[config.mk]
export PLATFORM = sky130hd
export DESIGN_NAME = restoring_divider
export DESIGN_NICKNAME = d
export VERILOG_FILES = /design/src/rtl/restoring_divider.sv
export SDC_FILE = /design/constraint.sdc
export NUM_CORES = 1
export LEC_CHECK = 0
export BUFFER_PORTS_ARGS = -buffer_cell sky130_fd_sc_hd__buf_2
export CAP_MARGIN = 15
export CORE_ASPECT_RATIO = 0.6
export CORE_MARGIN = 1
export CORE_UTILIZATION = 50
export CTS_BUF_LIST = sky130_fd_sc_hd__clkbuf_8
export DETAILED_ROUTE_END_ITERATION = 10
export PLACE_DENSITY = 0.81
export SYNTH_ARGS = -nofsm -noshare
export SYNTH_HDL_FRONTEND = slang
export SYNTH_SLANG_ARGS = --single-unit
[constraint.sdc]
create_clock -name clk -period 8.06 [get_ports clk]
set_input_delay 0.806 -clock clk [delete_from_list [all_inputs] [get_ports clk]]
set_output_delay 0.806 -clock clk [all_outputs]
set_load 0.05 [all_outputs]
[src/rtl/restoring_divider.sv]
// Iterative restoring divider: one quotient bit per cycle, signed or unsigned per request.
// Results use truncating division; divide-by-zero and signed overflow finish early.
module restoring_divider #(
  parameter int NUM_SIZE = 32
) (
  input  logic                clk,
  input  logic                rst,
  input  logic                start,
  input  logic                isSigned,
  input  logic [NUM_SIZE-1:0] dIn0,
  input  logic [NUM_SIZE-1:0] dIn1,
  output logic                busy,
  output logic                done,
  output logic [NUM_SIZE-1:0] quotient,
  output logic [NUM_SIZE-1:0] remainder
);

  localparam int CNT_W = $clog2(NUM_SIZE);
  localparam logic [CNT_W-1:0] LAST_ITER = CNT_W'(NUM_SIZE - 1);
  localparam logic [NUM_SIZE-1:0] MOST_NEG = {1'b1, {(NUM_SIZE-1){1'b0}}};

  typedef enum logic [1:0] {IDLE, RUN, FIX, DONE} state_t;

  state_t              state;
  logic [CNT_W-1:0]    cnt;
  logic [NUM_SIZE-1:0] qreg;
  logic [NUM_SIZE-1:0] dvsr;
  logic [NUM_SIZE-1:0] prem;
  logic                negq;
  logic                negr;
  logic [NUM_SIZE:0]   shifted;
  logic [NUM_SIZE:0]   trial;
  logic                accept;
  logic                div_zero;
  logic                overflow;

  function automatic logic [NUM_SIZE-1:0] negate(input logic signed [NUM_SIZE-1:0] v);
    return -v;
  endfunction

  function automatic logic [NUM_SIZE-1:0] magnitude(input logic [NUM_SIZE-1:0] v,
                                                    input logic sgn);
    return (sgn && v[NUM_SIZE-1]) ? negate(v) : v;
  endfunction

  // A request is only taken when idle and not in the done cycle.
  assign accept   = (state == IDLE) && start && !done;
  assign div_zero = (dIn1 == '0);
  assign overflow = isSigned && (dIn0 == MOST_NEG) && (dIn1 == '1);

  always_comb begin
    shifted = {prem, qreg[NUM_SIZE-1]};
    trial   = shifted - {1'b0, dvsr};
  end

  // Datapath registers: magnitudes, partial remainder and quotient shifter.
  always_ff @(posedge clk) begin
    if (accept) begin
      qreg <= magnitude(dIn0, isSigned);
      dvsr <= magnitude(dIn1, isSigned);
      negq <= isSigned && (dIn0[NUM_SIZE-1] ^ dIn1[NUM_SIZE-1]);
      negr <= isSigned && dIn0[NUM_SIZE-1];
      prem <= '0;
    end else if (state == RUN) begin
      if (!trial[NUM_SIZE]) begin
        prem <= trial[NUM_SIZE-1:0];
        qreg <= {qreg[NUM_SIZE-2:0], 1'b1};
      end else begin
        prem <= shifted[NUM_SIZE-1:0];
        qreg <= {qreg[NUM_SIZE-2:0], 1'b0};
      end
    end
  end

  // Control FSM with registered handshake and result outputs.
  always_ff @(posedge clk) begin
    if (rst) begin
      state     <= IDLE;
      busy      <= 1'b0;
      done      <= 1'b0;
      quotient  <= '0;
      remainder <= '0;
      cnt       <= '0;
    end else begin
      case (state)
        IDLE: begin
          done <= 1'b0;
          if (accept) begin
            busy <= 1'b1;
            if (div_zero) begin
              quotient  <= '1;
              remainder <= dIn0;
              state     <= DONE;
            end else if (overflow) begin
              quotient  <= dIn0;
              remainder <= '0;
              state     <= DONE;
            end else begin
              cnt   <= '0;
              state <= RUN;
            end
          end
        end
        RUN: begin
          cnt <= cnt + CNT_W'(1);
          if (cnt == LAST_ITER) state <= FIX;
        end
        FIX: begin
          quotient  <= negq ? negate(qreg) : qreg;
          remainder <= negr ? negate(prem) : prem;
          state     <= DONE;
        end
        DONE: begin
          done  <= 1'b1;
          busy  <= 1'b0;
          state <= IDLE;
        end
        default: state <= IDLE;
      endcase
    end
  end

endmodule

# --- Yosys cells after proc, flatten, opt, wreduce, memory -nomap -nowiden ---
# Index checks and enable logic that the tools add are counted.
classes:
  addsub: 6
  n_eq_ne: 11
  mux: 28
  bitwise_logic: 1
  n_reduce_logical: 18
op_table:
  columns: ["op", "count"]
  rows:
  - ["$mux W32", 13]
  - ["$neg A32 Y32", 4]
  - ["$pmux W32 S2", 2]
  - ["$eq A32 B32 Y1 const B", 2]
  - ["$sub A33 B32 Y33", 1]
  - ["$logic_not A32 Y1", 1]
  - ["$mux W5", 3]
  - ["$pmux W5 S2", 1]
  - ["$mux W2", 4]
  - ["$pmux W2 S4", 1]
  - ["$reduce_bool A2 Y1", 4]
  - ["$logic_and A1 B1 Y1", 7]
  - ["$ne A2 B2 Y1 const B", 3]
  - ["$add A5 B1 Y5 const B", 1]
  - ["$eq A5 B5 Y1 const B", 1]
  - ["$eq A2 B2 Y1 const B", 2]
  - ["$pmux W1 S2", 2]
  - ["$reduce_and A2 Y1", 2]
  - ["$reduce_and A4 Y1", 1]
  - ["$ne A3 B3 Y1 const B", 1]
  - ["$reduce_and A3 Y1", 1]
  - ["$eq A2 B1 Y1 const B", 1]
  - ["$logic_not A2 Y1", 1]
  - ["$mux W1", 2]
  - ["3 further kinds", 3]
word_totals:
  ff_bits: 171
  output_inout_bits: 66
  wordCells: 75

# --- Depth between registers and ports, before layout ---
depth:
  word_depth: 7
  depth_mapped: 14
  depth_no_buf: 12

# --- Least setup slack after synthesis ---
# Ideal clock, no wire load.
synth_timing:
  path_kind: "input-to-reg"
  from: "input port dIn1[6]"
  to: "register remainder[1]"
  setup_ns: 0.136
  arrival_time_ns: 3.025
  setup_slack_ns: 4.899
  path_stages: 10
  cell_sequence: "or4_1 > or3_1 > nor3_2 > nand3_2 > nor3_4 > o21ai_2 > o21ai_4 > buf_6 > buf_2 > a211oi_1"
synth_via:
  elab_chain_len: 4
  elab_cells_between_ends: 8
  classes_between: "eq/ne (2); mux (3); reduce/logical (3)"
synth_rtl:
  columns: ["element", "line_no", "source"]
  rows:
  - ["from (decl)", "11", "input logic [NUM_SIZE-1:0] dIn1,"]
  - ["$eq A32 B32 Y1 or $logic_not A32 Y1 (tied branches)", "49, 48", null]
  - ["$logic_and A1 B1 Y1 or $mux W32 (tied branches)", "49, 90", null]
  - ["$ne A3 B3 Y1 (no source line) or $mux W32 (tied branches)", null, null]
  - ["$reduce_and A3 Y1 (no source line) or $pmux W32 S2 (tied branches)", null, null]
  - ["to (signal assigned)", "92", "remainder <= dIn0;"]
  - ["to (signal assigned)", "110", "remainder <= negr ? negate(prem) : prem;"]
  - ["to (decl)", "15", "output logic [NUM_SIZE-1:0] remainder"]
# Several ways; a longest one is shown, not always the timed one. The select of a mux whose other input is x is not followed.
# A chain may end at the register's enable or synchronous reset.

# --- Worst setup path after layout ---
layout_timing:
  from: "input port dIn1[6]"
  to: "register quotient[7]"
layout_via:
  elab_chain_len: 4
  elab_cells_between_ends: 8
  classes_between: "eq/ne (2); mux (3); reduce/logical (3)"
layout_rtl:
  columns: ["element", "line_no", "source"]
  rows:
  - ["$eq A32 B32 Y1 or $logic_not A32 Y1 (tied branches)", "49, 48", null]
  - ["$logic_and A1 B1 Y1 or $mux W32 (tied branches)", "49, 90", null]
  - ["$ne A3 B3 Y1 (no source line) or $mux W32 (tied branches)", null, null]
  - ["$reduce_and A3 Y1 (no source line) or $pmux W32 S2 (tied branches)", null, null]
  - ["to (signal assigned)", "95", "quotient <= dIn0;"]
  - ["to (signal assigned)", "109", "quotient <= negq ? negate(qreg) : qreg;"]
  - ["to (decl)", "14", "output logic [NUM_SIZE-1:0] quotient,"]
# Several ways; a longest one is shown, not always the timed one. The select of a mux whose other input is x is not followed.

==> impl_results.md <==
* Syn Inst Count at 1384
* Fmax at between 200 and 250 MHz
* Core area at approximately 0.022 mm^2
* Final instance area at about 0.013 mm^2
* Max FO, Critical Path at 76
* Most frequent cells in the layout: 139 x nor2_1, 133 x buf_2, 127 x nand2_1, 122 x o21ai_0, 105 x dfxtp_1
* Placement Rows at 42
* I/O Pins at between 100 and 150
* TritonCTS clock tree: done
* Static leakage at between 4 and 5 nW
* Worst VDD drop at between 0.15 and 0.2 mV
* Ys async rst share at 0
* Detailed Routing Iterations Pass 1 at 5
* Fin Hold WS at ~480 ps
* Die W at between 150 and 200 um
* Kind of critical path: in -> reg
* Vias per Instance at roughly 6.0
* Pwr Density at between 300 and 400 mW/mm^2
* H-tree level count at 4
* Routed WL at roughly 32 mm
* Detailed router's first-iteration violation count at 1040
* DR vias at approximately 11000
* Die H at approximately 120 um
* Maxcap violations at 0
* Worst slew pin tran at ~1100 ps
* Skew-Pair Late Insertion Delay at ~500 ps
* CTS clk-pin slew, worst paths at 90 ps
* Wire per inst at around 18 um
* Post-synthesis sequential area ratio at 0.352
* Clk_skew at approximately 15 ps
* Met3 WL post-DR at around 3 mm
* Outcome: complete, no violations
* Comb power frac at 0.521
* Largest net degree at the start of global routing at 94
* Max_slew headroom at 0.255
* P_sw at around 2.2 mW
* Fin crit period at 4090 ps
* Layout cell share with drive strength beyond 1 at 0.135
* WL met1 at approximately 15 mm
* Critical Path AT at 4490 ps
* DRC viols at 0
* Int Pwr at between 2 and 2.5 mW
* Storage cell area at 0.00408 mm^2
* Syn Area/Cell at approximately 8.4 um^2
* Period utilization at 0.508
* CTS Buf Count at 17
* I/O Buffers at 133
* Placed inst area at roughly 0.012 mm^2
* Worst Hold Class: reg -> reg
* Top Layer Used: met4
* Multi-input logic area at 0.00690 mm^2
* Starting Density at 0.518
* Filler instances at 2026
* Unique masters post-synth at 71
* Reg power frac at 0.330
* Sw Ratio at 0.468
* # setup viols final at 0
* CTS Buffer Depth at 2
* RSZ-0062 raised after global routing: no
* Vias in the first global route at about 9700
* Critical Path Start Type: input pin
* Fin cells at approximately 1800
* CP endpoint kind: flop
* Clock Sinks at between 150 and 200
* Root buf cell: clkbuf_8
* Antenna violations before repair at 1
* RePlAce Congestion at ~0.95
* Clock power frac at 0.148
* Area of the die at about 0.024 mm^2
* First-pass GRT wire length at about 50 mm
* Nets at about 1600
* Post-synth top flop: dfxtp_1
* Setup bufs post-CTS at 0
* Overflow after GRT at 0
* Post-cts hold buffer count at 0
* Area of the mapped netlist at 0.0116 mm^2
* Synth-to-Final Area Change at 10.3%
* Final hold viol count at 0
* DP Cell Count at 1755
* Post-detail-place hpwl at around 23 mm
* Met2 WL at 13.3 mm
* Setup TNS at 0 ps
* Net count after synthesis at between 1000 and 1500
* Worst path required time at 8460 ps
* Final ANT Viol Nets at 0
* Syn. warnings at 0
* Post_cts resized at 0
* Commonest non-fill, non-tap cell in the layout: nor2_1
* FF+latch count, synth at 171
* GRT Overall Usage at 0.269
* Final-report max-slew violation count at 0
* Number of synthesized flops with an enable pin at 66
cells in the mapped netlist, types with 4 or more instances:
| cell type | n | area (um^2) |
|---|---|---|
| nor2_1 | 139 | 522 |
| nand2_1 | 127 | 477 |
| o21ai_0 | 122 | 611 |
| dfxtp_1 | 105 | 2100 |
| xnor2_1 | 87 | 762 |
| a21oi_1 | 82 | 410 |
| a211oi_1 | 71 | 533 |
| edfxtp_1 | 66 | 1980 |
| inv_1 | 61 | 229 |
| clkbuf_1 | 58 | 218 |
| xor2_1 | 58 | 508 |
| ha_1 | 43 | 538 |
| nor3_1 | 32 | 160 |
| mux2i_1 | 31 | 310 |
| a22oi_1 | 28 | 210 |
| o31ai_1 | 25 | 188 |
| nand3_1 | 20 | 100 |
| a21o_1 | 17 | 128 |
| nand4_1 | 16 | 100 |
| nand2b_1 | 13 | 81.3 |
| o41ai_1 | 13 | 114 |
| nor2b_1 | 12 | 75.1 |
| a31oi_1 | 11 | 68.8 |
| and3_1 | 11 | 68.8 |
| or4_1 | 11 | 82.6 |
| nor4_1 | 10 | 62.6 |
| or3_1 | 10 | 62.6 |
| buf_2 | 9 | 45.0 |
| nand3b_1 | 9 | 67.6 |
| and2_1 | 7 | 43.8 |
| buf_6 | 7 | 78.8 |
| a21boi_0 | 5 | 37.5 |
| o21a_1 | 5 | 37.5 |
| buf_4 | 4 | 30.0 |
sequential cells by signal, summed over array words and instances (netlist names), 2 cells and up:
| name | flops |
|---|---|
| cnt | 5 |
| qreg | 32 |
| prem | 32 |
| remainder | 32 |
| dvsr | 32 |
| quotient | 32 |
| state | 2 |
layer usage:
metal | vias up | global-route usage
met5 | - | 0
met4 | 0 | 0.0736
li1 | 5167 | -
met3 | 43 | 0.0658
met1 | 5050 | 0.398
met2 | 440 | 0.386
worst max-delay path, stage by stage:
cell      delay [ps]
buf_2            140
or4_1            580
or3_1            400
nor3_2           280
nand3_2          260
nor3_4           530
o21ai_2          150
o21ai_4          250
buf_4            710
nor2_1            80
a211oi_1         260
cells by family after synthesis:
family | share of synthesized area
and+or+nand+nor | 0.178
buffers and inverters | 0.0534
AOI/OAI and AO/OA | 0.231
xor gates and xnor gates | 0.109
muxes | 0.0277
adders and majority gates | 0.0481
DFF | 0.352
power groups by stage:
| stage | Sequential, mW | Clock (mW) | Combinational [mW] |
|---|---|---|---|
| 2_1_floorplan | 1.67 | 0 | 1.70 |
| 3_3_place_gp | 1.52 | 0 | 2.30 |
| 3_5_place_dp | 1.54 | 0 | 2.36 |
| 4_1_cts | 1.52 | 0.692 | 2.38 |
| 5_1_grt | 1.56 | 0.734 | 2.66 |
| 6_report | 1.53 | 0.687 | 2.41 |
area by class of cell:
cell class,count,share of cell area
repair buffers,144,0.0585
multi-input cells,1069,0.540
diodes,1,0.000196
clock inverters,15,0.0153
well taps,308,0.0301
clock buffers,17,0.0183
inverters,63,0.0185
flip-flops and latches,171,0.319
worst paths after layout:
kind	from	to	depth (start not counted)	slack [ps]
worst max-delay path	dIn1[6]	quotient[7]	11	3970
worst min-delay path	cnt[4]	cnt[4]	2	480
worst max register to register	qreg[31]	prem[0]	13	4070
worst min register to register	cnt[4]	cnt[4]	2	480
through the flow:
stage	setup WS, ps	utilization	total power [mW]
after CTS	4080	0.571	4.59
final	3970	0.571	4.63
after detailed placement	3580	0.552	3.90
after floorplan	4900	-	3.36
after global placement	3680	0.552	3.83
after global routing	3740	0.571	4.95
Note: power is estimated with default switching activity, not from simulation.
